## src/rtl/morse_pkg.sv

```systemverilog
// Shared Morse definitions: element encoding, code table lookup and FSM state type.
// Patterns hold the first element in bit 0, matching the decoder's shift buffer.
package morse_pkg;

    localparam logic DOT  = 1'b0;
    localparam logic DASH = 1'b1;

    localparam int UNITS_DOT  = 1;
    localparam int UNITS_DASH = 3;
    localparam int UNITS_WORD = 4;

    typedef struct packed {
        logic [2:0] len;
        logic [4:0] pattern;
    } morse_code_t;

    typedef struct packed {
        logic        valid;
        logic        space;
        morse_code_t code;
    } morse_lookup_t;

    typedef enum logic [2:0] {
        ST_IDLE,
        ST_LOAD,
        ST_MARK,
        ST_GAP,
        ST_CHAR_GAP,
        ST_WORD_GAP
    } morse_state_t;

    function automatic logic [7:0] fold_upper(input logic [7:0] c);
        return (c >= 8'h61 && c <= 8'h7A) ? (c - 8'h20) : c;
    endfunction

    // Table entries are written in reading order (first element in bit len-1) and reversed here.
    function automatic morse_lookup_t mk(input logic [2:0] len, input logic [4:0] nat);
        morse_lookup_t r;
        logic [4:0]    rev;
        rev            = {nat[0], nat[1], nat[2], nat[3], nat[4]};
        r.valid        = 1'b1;
        r.space        = 1'b0;
        r.code.len     = len;
        r.code.pattern = rev >> (3'd5 - len);
        return r;
    endfunction

    function automatic morse_lookup_t char_to_morse(input logic [7:0] c);
        morse_lookup_t r;
        r = '0;
        case (c)
            "A": r = mk(3'd2, 5'b00001);
            "B": r = mk(3'd4, 5'b01000);
            "C": r = mk(3'd4, 5'b01010);
            "D": r = mk(3'd3, 5'b00100);
            "E": r = mk(3'd1, 5'b00000);
            "F": r = mk(3'd4, 5'b00010);
            "G": r = mk(3'd3, 5'b00110);
            "H": r = mk(3'd4, 5'b00000);
            "I": r = mk(3'd2, 5'b00000);
            "J": r = mk(3'd4, 5'b00111);
            "K": r = mk(3'd3, 5'b00101);
            "L": r = mk(3'd4, 5'b00100);
            "M": r = mk(3'd2, 5'b00011);
            "N": r = mk(3'd2, 5'b00010);
            "O": r = mk(3'd3, 5'b00111);
            "P": r = mk(3'd4, 5'b00110);
            "Q": r = mk(3'd4, 5'b01101);
            "R": r = mk(3'd3, 5'b00010);
            "S": r = mk(3'd3, 5'b00000);
            "T": r = mk(3'd1, 5'b00001);
            "U": r = mk(3'd3, 5'b00001);
            "V": r = mk(3'd4, 5'b00001);
            "W": r = mk(3'd3, 5'b00011);
            "X": r = mk(3'd4, 5'b01001);
            "Y": r = mk(3'd4, 5'b01011);
            "Z": r = mk(3'd4, 5'b01100);
            "0": r = mk(3'd5, 5'b11111);
            "1": r = mk(3'd5, 5'b01111);
            "2": r = mk(3'd5, 5'b00111);
            "3": r = mk(3'd5, 5'b00011);
            "4": r = mk(3'd5, 5'b00001);
            "5": r = mk(3'd5, 5'b00000);
            "6": r = mk(3'd5, 5'b10000);
            "7": r = mk(3'd5, 5'b11000);
            "8": r = mk(3'd5, 5'b11100);
            "9": r = mk(3'd5, 5'b11110);
            8'h20: r.space = 1'b1;
            default: r = '0;
        endcase
        return r;
    endfunction

endpackage

```

## src/rtl/morse_tx_fifo.sv

```systemverilog
// Character FIFO between the register interface and the keying FSM.
// A push into a full FIFO is accepted when a pop happens on the same edge.
module morse_tx_fifo #(
    parameter  int FIFO_DEPTH = 8,
    localparam int AW   = (FIFO_DEPTH > 1) ? $clog2(FIFO_DEPTH) : 1,
    localparam int CNTW = $clog2(FIFO_DEPTH + 1)
) (
    input  logic            i_clk,
    input  logic            i_rst_n,
    input  logic            i_push,
    input  logic [7:0]      i_data,
    input  logic            i_pop,
    input  logic            i_flush,
    output logic [7:0]      o_data,
    output logic            o_full,
    output logic            o_empty,
    output logic [CNTW-1:0] o_count
);
    logic [7:0]      r_mem [FIFO_DEPTH];
    logic [AW-1:0]   r_rdPtr;
    logic [AW-1:0]   r_wrPtr;
    logic [CNTW-1:0] r_count;
    logic            w_doPush;
    logic            w_doPop;

    function automatic logic [AW-1:0] nextPtr(input logic [AW-1:0] p);
        return (p == AW'(FIFO_DEPTH - 1)) ? '0 : p + 1'b1;
    endfunction

    assign o_full   = (r_count == CNTW'(FIFO_DEPTH));
    assign o_empty  = (r_count == '0);
    assign o_count  = r_count;
    assign o_data   = r_mem[r_rdPtr];
    assign w_doPop  = i_pop && !o_empty;
    assign w_doPush = i_push && (!o_full || w_doPop);

    always_ff @(posedge i_clk) begin
        if (w_doPush) r_mem[r_wrPtr] <= i_data;
    end

    always_ff @(posedge i_clk or negedge i_rst_n) begin
        if (!i_rst_n) begin
            r_rdPtr <= '0;
            r_wrPtr <= '0;
            r_count <= '0;
        end else if (i_flush) begin
            r_rdPtr <= '0;
            r_wrPtr <= '0;
            r_count <= '0;
        end else begin
            if (w_doPush) r_wrPtr <= nextPtr(r_wrPtr);
            if (w_doPop)  r_rdPtr <= nextPtr(r_rdPtr);
            case ({w_doPush, w_doPop})
                2'b10:   r_count <= r_count + 1'b1;
                2'b01:   r_count <= r_count - 1'b1;
                default: r_count <= r_count;
            endcase
        end
    end

endmodule

```

## src/rtl/morse_encoder.sv

```systemverilog
// Morse transmitter: HPS-written characters are queued and keyed onto morse_out.
// The gap states load the next character directly on expiry so gaps are exact unit multiples.
module morse_encoder #(
    parameter int UNIT_CYCLES = 12_500_000,
    parameter int FIFO_DEPTH  = 8
) (
    input  logic       clk,
    input  logic       rst_n,
    input  logic [3:0] read_address,
    output logic [7:0] read_data,
    input  logic [3:0] write_address,
    input  logic       write_enable,
    input  logic [7:0] write_data,
    output logic       morse_out,
    output logic       busy
);
    import morse_pkg::*;

    localparam int CW   = $clog2(3 * UNIT_CYCLES + 1);
    localparam int CNTW = $clog2(FIFO_DEPTH + 1);
    localparam logic [CW-1:0] C_UNIT      = CW'(UNIT_CYCLES * UNITS_DOT);
    localparam logic [CW-1:0] C_DASH      = CW'(UNIT_CYCLES * UNITS_DASH);
    localparam logic [CW-1:0] C_WORD_HEAD = CW'(UNIT_CYCLES * (UNITS_WORD - UNITS_DASH));

    morse_state_t    r_state;
    logic [CW-1:0]   r_count;
    morse_code_t     r_code;
    logic [2:0]      r_elemIdx;
    logic [7:0]      r_curChar;
    logic [7:0]      r_lastChar;
    logic            r_morseOut;
    logic            r_overflow;
    logic            r_badChar;

    logic [7:0]      w_head;
    logic            w_full;
    logic            w_empty;
    logic [CNTW-1:0] w_count;
    logic            w_push;
    logic            w_ctrl;
    logic            w_flush;
    logic            w_clear;
    logic            w_pop;
    logic            w_overflow;
    logic            w_badChar;
    logic [7:0]      w_foldChar;
    morse_lookup_t   w_lookup;
    morse_state_t    w_ldState;
    logic [CW-1:0]   w_ldCount;
    logic            w_ldMark;

    assign w_push     = write_enable && (write_address == 4'd1);
    assign w_ctrl     = write_enable && (write_address == 4'd2);
    assign w_flush    = w_ctrl && write_data[1];
    assign w_clear    = w_ctrl && write_data[0];
    assign w_pop      = !w_empty && ((r_state == ST_LOAD) ||
                        ((r_state == ST_CHAR_GAP) && (r_count == CW'(1))));
    assign w_overflow = w_push && w_full && !w_pop;
    assign w_badChar  = w_pop && !w_lookup.valid && !w_lookup.space;
    assign morse_out  = r_morseOut;
    assign busy       = (r_state != ST_IDLE) || !w_empty;

    morse_tx_fifo #(.FIFO_DEPTH(FIFO_DEPTH)) u_fifo (
        .i_clk   (clk),
        .i_rst_n (rst_n),
        .i_push  (w_push),
        .i_data  (write_data),
        .i_pop   (w_pop),
        .i_flush (w_flush),
        .o_data  (w_head),
        .o_full  (w_full),
        .o_empty (w_empty),
        .o_count (w_count)
    );

    always_comb begin
        w_foldChar = fold_upper(w_head);
        w_lookup   = char_to_morse(w_foldChar);
        w_ldState  = ST_IDLE;
        w_ldCount  = '0;
        w_ldMark   = 1'b0;
        if (w_lookup.valid) begin
            w_ldState = ST_MARK;
            w_ldCount = (w_lookup.code.pattern[0] == DASH) ? C_DASH : C_UNIT;
            w_ldMark  = 1'b1;
        end else if (w_lookup.space) begin
            w_ldState = ST_WORD_GAP;
            w_ldCount = C_WORD_HEAD;
        end
    end

    // A space keys one unit in WORD_GAP and then reuses CHAR_GAP, keeping the counter 3 units wide.
    always_ff @(posedge clk or negedge rst_n) begin
        if (!rst_n) begin
            r_state    <= ST_IDLE;
            r_count    <= '0;
            r_code     <= '0;
            r_elemIdx  <= '0;
            r_curChar  <= 8'h00;
            r_lastChar <= 8'h00;
            r_morseOut <= 1'b0;
            r_overflow <= 1'b0;
            r_badChar  <= 1'b0;
        end else begin
            r_morseOut <= 1'b0;
            if (w_pop) begin
                r_state    <= w_ldState;
                r_count    <= w_ldCount;
                r_morseOut <= w_ldMark;
                r_code     <= w_lookup.code;
                r_curChar  <= w_foldChar;
                r_elemIdx  <= '0;
            end else begin
                case (r_state)
                    ST_IDLE: if (!w_empty) r_state <= ST_LOAD;
                    ST_LOAD: r_state <= ST_IDLE;
                    ST_MARK: begin
                        if (r_count == CW'(1)) begin
                            if ((r_elemIdx + 3'd1) < r_code.len) begin
                                r_state   <= ST_GAP;
                                r_count   <= C_UNIT;
                                r_elemIdx <= r_elemIdx + 3'd1;
                            end else begin
                                r_state    <= ST_CHAR_GAP;
                                r_count    <= C_DASH;
                                r_lastChar <= r_curChar;
                            end
                        end else begin
                            r_count    <= r_count - 1'b1;
                            r_morseOut <= 1'b1;
                        end
                    end
                    ST_GAP: begin
                        if (r_count == CW'(1)) begin
                            r_state    <= ST_MARK;
                            r_count    <= (r_code.pattern[r_elemIdx] == DOT) ? C_UNIT : C_DASH;
                            r_morseOut <= 1'b1;
                        end else begin
                            r_count <= r_count - 1'b1;
                        end
                    end
                    ST_CHAR_GAP: begin
                        if (r_count == CW'(1)) r_state <= ST_IDLE;
                        else                   r_count <= r_count - 1'b1;
                    end
                    ST_WORD_GAP: begin
                        if (r_count == CW'(1)) begin
                            r_state <= ST_CHAR_GAP;
                            r_count <= C_DASH;
                        end else begin
                            r_count <= r_count - 1'b1;
                        end
                    end
                    default: r_state <= ST_IDLE;
                endcase
            end
            if (w_clear) begin
                r_overflow <= 1'b0;
                r_badChar  <= 1'b0;
            end
            if (w_overflow) r_overflow <= 1'b1;
            if (w_badChar)  r_badChar  <= 1'b1;
        end
    end

    always_comb begin
        read_data = 8'h00;
        case (read_address)
            4'd0:    read_data = {3'b000, r_badChar, r_overflow, w_empty, w_full, busy};
            4'd1:    read_data = 8'(w_count);
            4'd3:    read_data = r_lastChar;
            default: read_data = 8'h00;
        endcase
    end

endmodule

```

## config.mk

```make
export PLATFORM = sky130hd
export DESIGN_NAME = morse_encoder
export DESIGN_NICKNAME = d
export VERILOG_FILES = /design/src/rtl/morse_pkg.sv /design/src/rtl/morse_tx_fifo.sv /design/src/rtl/morse_encoder.sv
export SDC_FILE = /design/constraint.sdc
export NUM_CORES = 1
export LEC_CHECK = 0
export ABC_AREA = 1
export CORE_MARGIN = 1.5
export CORE_UTILIZATION = 50
export DETAILED_ROUTE_END_ITERATION = 6
export HOLD_SLACK_MARGIN = 0.12
export PLACE_DENSITY = 0.75
export SLEW_MARGIN = 40
export SYNTH_ARGS = -nofsm -noshare
export SYNTH_HDL_FRONTEND = slang
export SYNTH_SLANG_ARGS = --single-unit
```

## constraint.sdc

```tcl
create_clock -name clk -period 3.9 [get_ports clk]
set_input_delay 0.78 -clock clk [delete_from_list [all_inputs] [get_ports clk]]
set_output_delay 0.78 -clock clk [all_outputs]
set_load 0.1 [all_outputs]
```

==> results of run 1 <==
metal layers:
metal	routed length, um	share of wire
met2	8650	0.51
met3	686	0.040
met4	272	0.016
met1	7340	0.43
met5	0	0
final cells by class:
cell class,count,area share
Clock buffer,18,0.0496
Tap cell,184,0.0266
Multi-Input combinational cell,622,0.369
Sequential cell,133,0.422
Clock inverter,14,0.0145
Timing Repair Buffer,45,0.0553
Inverter,143,0.0627
logic make-up (layout without fill, tap and decap cells):
| logic type | Yosys count | count (layout) | synth area share |
|---|---|---|---|
| and+or+nand+nor | 445 | 445 | 0.269 |
| xor gates and xnor gates | 14 | 14 | 0.0163 |
| adders and majority gates | 14 | 14 | 0.0243 |
| buffers and inverters | 165 | 220 | 0.0909 |
| muxes | 2 | 2 | 0.00299 |
| DFF | 133 | 133 | 0.485 |
| AOI/OAI and AO/OA | 147 | 147 | 0.112 |
sequential cells by signal (all words and copies together), names as in the netlist:
name            cells
u_fifo.r_mem       64
r_code              8
r_lastChar          8
r_overflow          1
r_badChar           1
r_elemIdx           3
u_fifo.o_count      4
r_count            26
r_state             3
u_fifo.r_rdPtr      3
u_fifo.r_wrPtr      3
r_curChar           8
morse_out           1
power by group:
part	leakage [nW]	internal [mW]	switching [mW]
registers	1.47	1.73	0.215
clock network	0.267	0.879	0.617
logic	2.26	1.02	2.34
path summary, 6_finish.rpt:
kind	start	end	cells after the start	slack, ns
setup / recovery	read_address[1]	read_data[6]	6	0.54
hold / removal	rst_n	r_elemIdx[0]	1	0.35
setup reg to reg	r_count[8]	u_fifo.o_count[3]	18	0.60
hold reg to reg	r_code[2]	r_code[2]	2	0.48
max in group asynchronous	rst_n	r_count[6]	2	2.93
min in group clk	r_code[2]	r_code[2]	2	0.48
metrics by stage:
step	instances	hold slack (ns)	power, mW	setup slack, ns	utilization
after floorplan	920	0.444	4.59	0.311	-
after global placement	1127	0.469	5.22	0.562	0.555
after detailed placement	1127	0.473	5.29	0.496	0.555
after CTS	1159	0.367	6.81	0.504	0.593
after global routing	1159	0.390	7.34	0.250	0.593
final	1159	0.347	6.81	0.536	0.593
synthesized netlist by cell type (2+ instances only):
cell type	n
a22oi_1	4
dfrtp_1	69
buf_2	3
nand2_1	205
nor4_1	3
inv_2	7
nor2_4	5
xor2_1	11
nand2_2	9
buf_6	5
mux2_2	2
a21oi_1	16
o21ai_1	13
edfxtp_1	64
nand4_1	11
o31ai_1	3
clkinv_1	2
nand2_4	9
nor3_1	27
nand3_1	60
a31oi_1	4
nand3_2	7
ha_1	13
buf_4	5
xnor2_1	3
o22ai_1	7
inv_4	2
a21oi_2	3
o211ai_1	16
o21a_1	2
o21ai_0	74
inv_1	132
nor2_2	5
nor2_1	101
clkbuf_1	8
==> impl_metrics.yaml, run 1 <==
synthesis:
  syn-num-nets: 953
  synth_flop_cell: "dfrtp_1"
  synth_area_leaders: "edfxtp_1, dfrtp_1, nand2_1, inv_1, nor2_1"
  ys_seq_elements: 133
  synth.avg_cell_area_um2: 8.18
  ys_types: 45
  netlist_instances: 920
  async_reset_ff_frac: 0.519
  ys_warn_count: 0
  yosysSeqAreaShare: 0.485
  synth_edf_count: 64
  synth_top_area_share: 0.255
  netlist_area_um2: 7530
  yosysTopAreaCell: "edfxtp_1"
sta:
  max_freq_ghz: 0.297
  clock_skew_ns: 0.0162
  drv_slew: 0
  slew_headroom: 0.543
  setup_viol: 0
  tightestPinTransition_ns: 0.680
  hold_viol_final: 0
  finalCritPeriodShare: 0.863
  fin_crit_ns: 3.36
  rsz0062_at_grt: "false"
  setup_tns_ns: 0
critical_path:
  slowest_delay_ns: 0.57
  slowest_stage: "nor3_1"
  path_class: "primary input to primary output"
  crit_top_cell: "inv_1"
  path_buf_inv: 4
  worstPathMaxFanout: 6
  worstPathRequired_ns: 3.12
  cp-start-kind: "primary input"
  end_kind: "primary output"
  path_cells: "clkdlybuf4s50_1, inv_1, nor3_1, inv_1, nor2_1, buf_12"
  cp_data_arrival_time_ns: 2.58
  crit_family: "buffers and inverters"
global_route:
  antenna_found_initial: 0
  grt_pass1_vias: 5930
  grt.busiest_layer: "met2"
  gr-usage-met1: 0.292
  grt_start_max_net_pins: 45
  grt.overflow.total: 0
  grt_pass1_wl_um: 28800
  grt_usage: 0.228
  grt_use_met2: 0.393
  grtUsageMet3: 0.0429
finish:
  fill_cells: 1271
  stdcell_area_um2: 8650
  register_area_um2: 3650
  mostFrequentLayoutCell: "nand2_1"
  finalNetCount: 995
  layout_common_cells: "nand2_1, inv_1, nor2_1"
  multi_input_area_um2: 3190
  area_delta_synth_final_pct: 14.9
  drive_gt1_frac: 0.114
  antenna_cells: 0
drt:
  drtIter0Drc: 396
  drt-pass1-iter-count: 5
  vias_per_cell: 5.30
  vias: 6140
  avgRoutedWirePerCell_um: 14.6
  routed_wl_um: 17000
  drc: 0
  ant_nets: 0
clocking:
  post_cts_buffers: 0
  cts.sink_count: 133
  cts-htree-levels: 4
  ctsResizeCount: 0
  cts_tree: "yes"
  clk_path_buf_depth: 2
  cts_root_buf: "clkbuf_16"
  cts_hold_buf: 0
  cts_buffers: 17
  clk_pin_slew_ns: 0.06
  clk_latency_ns: 0.43
floorplan:
  core_area_um2: 14600
  dieWidth_um: 126
  ioPinCount: 29
  die_h_um: 126
  initial_core_util: 0.516
  dieArea_um2: 15800
  rows: 44
place:
  gp_congestion: 0.930
  placed_area_um2: 8090
  dp_hpwl_um: 12100
  portBuffers: 28
power_and_ir_drop:
  leakage_nw: 4.00
  p_per_area_nw_per_um2: 787
  peakVddDrop_mv: 0.467
min_path:
  hold_path_class: "primary input to async pin"
run:
  max-cap-violations: 0
status:
  outcome: "completed"
Note: power is estimated with default switching activity, not from simulation.
==> run 2, diff against run 1 <==
CORE_MARGIN = unset   (was 1.5)
SYNTH_HIERARCHICAL = 1   (was unset)
==> run 2 against run 1 <==
The run now ends with design-rule violations left. Critical path depth grew 10. Sequential power grew 2%. Core utilization grew 0.47 points. Cell area grew 1.2%. Fmax shrank 0.43%. Power grew 3.9%. Setup slack lost 0.015 ns. Clock skew shrank 0.0092 ns. First-iteration DRC count grew 65%. Clock-buffer cell count is the same. Sequential share of layout area shrank 0.49 points. Wire length grew 5.9%.
==> impl_metrics.yaml, run 2 <==
sta:
  slew_headroom: 0.578
  fin_ws_ns: 0.521
  max_freq_ghz: 0.296
  finalCritPeriodShare: 0.866
  rsz0062_at_grt: "false"
  drv_slew: 0
  clock_skew_ns: 0.00701
  setup_tns_ns: 0
  tightestPinTransition_ns: 0.632
  hold_viol_final: 0
  fin_crit_ns: 3.38
  setup_viol: 0
clocking:
  cts_root_buf: "clkbuf_16"
  clk_latency_ns: 0.43
  clk_path_buf_depth: 2
  post_cts_buffers: 0
  ctsResizeCount: 0
  cts_buffers: 17
  cts.sink_count: 133
  cts-htree-levels: 4
  cts_tree: "yes"
  cts_hold_buf: 0
  clk_pin_slew_ns: 0.06
synthesis:
  ys_seq_elements: 133
  synth_top_area_share: 0.254
  netlist_area_um2: 7560
  async_reset_ff_frac: 0.519
  synth_flop_cell: "dfrtp_1"
  ys_types: 47
  synth_edf_count: 64
  yosysSeqAreaShare: 0.482
  synth.avg_cell_area_um2: 8.09
  synth_area_leaders: "edfxtp_1, dfrtp_1, nand2_1, o21ai_0, nor2_1"
  netlist_instances: 935
  synth_most_common_cell: "nand2_1"
  syn-num-nets: 967
  yosysTopAreaCell: "edfxtp_1"
  ys_warn_count: 6
  synth_common_cells: "nand2_1, nor2_1, o21ai_0"
global_route:
  antenna_found_initial: 0
  grt_pass1_wl_um: 30000
  grt_start_max_net_pins: 70
  grt_usage: 0.243
  grt_pass1_vias: 6148
  grt.overflow.total: 0
drt:
  ant_nets: 0
  routed_wl_um: 18000
  drt-pass1-iter-count: 7
  avgRoutedWirePerCell_um: 15.4
  vias_per_cell: 5.55
  vias: 6477
  drtIter0Drc: 655
  drc: 6
critical_path:
  cp-start-kind: "flip-flop"
  end_kind: "flip-flop"
  slowest_delay_ns: 0.42
  cp_data_arrival_time_ns: 3.70
  startpoint: "u_fifo/r_rdPtr[0]"
  worstPathMaxFanout: 34
  worstPathRequired_ns: 4.22
  slowest_stage: "inv_2"
  crit-reg2reg-launch: "u_fifo/r_rdPtr[0]"
  path_class: "flip-flop to flip-flop"
  path_cells: "inv_2, o21ai_0, o21ai_0, nand2_1, nand2_1, nor2_1, nand2_1, o21ai_0, nand2_1, nand2_1, o31ai_1, nand2_1, nor2_2, nand4_4, nand3_1, nand2_1"
  crit_top_cell: "nand2_1"
place:
  dp_hpwl_um: 12200
  place_ws_ns: 0.624
  portBuffers: 28
  gp_congestion: 0.911
  placed_area_um2: 8120
finish:
  top_register: "u_fifo/r_mem"
  stdcell_area_um2: 8750
  finalNetCount: 1003
  largestRegisters: "u_fifo/r_mem x64, r_count x26"
  antenna_cells: 0
  layout_common_cells: "nand2_1, nor2_1, o21ai_0"
  drive_gt1_frac: 0.115
  area_delta_synth_final_pct: 15.6
  mostFrequentLayoutCell: "nand2_1"
  finalCoreUtilization: 0.597
  largest_register_ffs: 64
floorplan:
  rows: 44
  core_area_um2: 14600
  initial_core_util: 0.517
  ioPinCount: 29
  die_h_um: 125
  dieArea_um2: 15600
  dieWidth_um: 125
status:
  outcome: "finished with violations"
  violations: "design-rule violations"
power_and_ir_drop:
  leakage_nw: 3.85
  p_per_area_nw_per_um2: 808
  peakVddDrop_mv: 0.460
  total_power_mw: 7.07
run:
  max-cap-violations: 0
min_path:
  hold_path_class: "primary input to async pin"
==> run 2: cell count changes after synthesis, moves of 4 or more <==
cell	change
o21ai_1	-4
a21oi_1	+7
o211ai_1	-11
inv_1	-31
nor2_2	+7
nor3_1	-10
o21ai_0	+35
nand2_1	-8
nor2_1	+29
a22oi_1	-4
nand3b_1	+4
nand4_1	+4
buf_2	+9
==> run 2: final timing paths <==
path	cells past startpoint	endpoint	slack, ns
max	16	r_count[20]	0.52
min reg2reg	2	r_code[2]	0.48
min	2	u_fifo/r_wrPtr[2]	0.45
max reg2reg	16	r_count[20]	0.52
max in group asynchronous	2	r_count[22]	3.01
min in group clk	2	r_code[2]	0.48
==> run 2: critical path, delay by kind of cell (launching register included) <==
family                 cells  cell delay [ns]
flip-flops                 1             0.40
buffers and inverters      1             0.42
AO/OA/AOI/OAI              4             0.72
AND/OR/NAND/NOR           11             1.71
==> run 2: layout make-up <==
cell class,count,area (um^2)
clock buffers,18,429
clock inverters,14,203
fillers,1236,5900
inverters,111,417
multi-input cells,666,3360
flip-flops and latches,133,3650
well taps,184,230
repair buffers,42,457
==> run 2: routing by layer <==
metal | global-route usage | share of wire
met2 | 0.384 | 0.47
met3 | 0.0565 | 0.060
met5 | 0 | 0
met1 | 0.326 | 0.45
met4 | 0.0954 | 0.017
==> run 2: stage by stage <==
step	std cells	hold WS, ns
after floorplan	935	0.444
after global placement	1136	0.466
after detailed placement	1136	0.464
after CTS	1168	0.469
after global routing	1168	0.501
final	1168	0.451
==> run 2: kinds of logic after synthesis <==
family                   Yosys count  synth area share
AO/OA/AOI/OAI                    168             0.122
XOR/XNOR                          11            0.0127
adder cells (fa/ha/maj)           13            0.0225
buffers and inverters            136            0.0739
flip-flops                       133             0.482
multiplexers                       1           0.00149
AND/OR/NAND/NOR                  473             0.285
==> run 2: power breakdown <==
group	total [mW]	internal [mW]	switching, mW
clock network	1.71	1.08	0.637
registers	1.99	1.74	0.248
logic	3.37	1.01	2.36
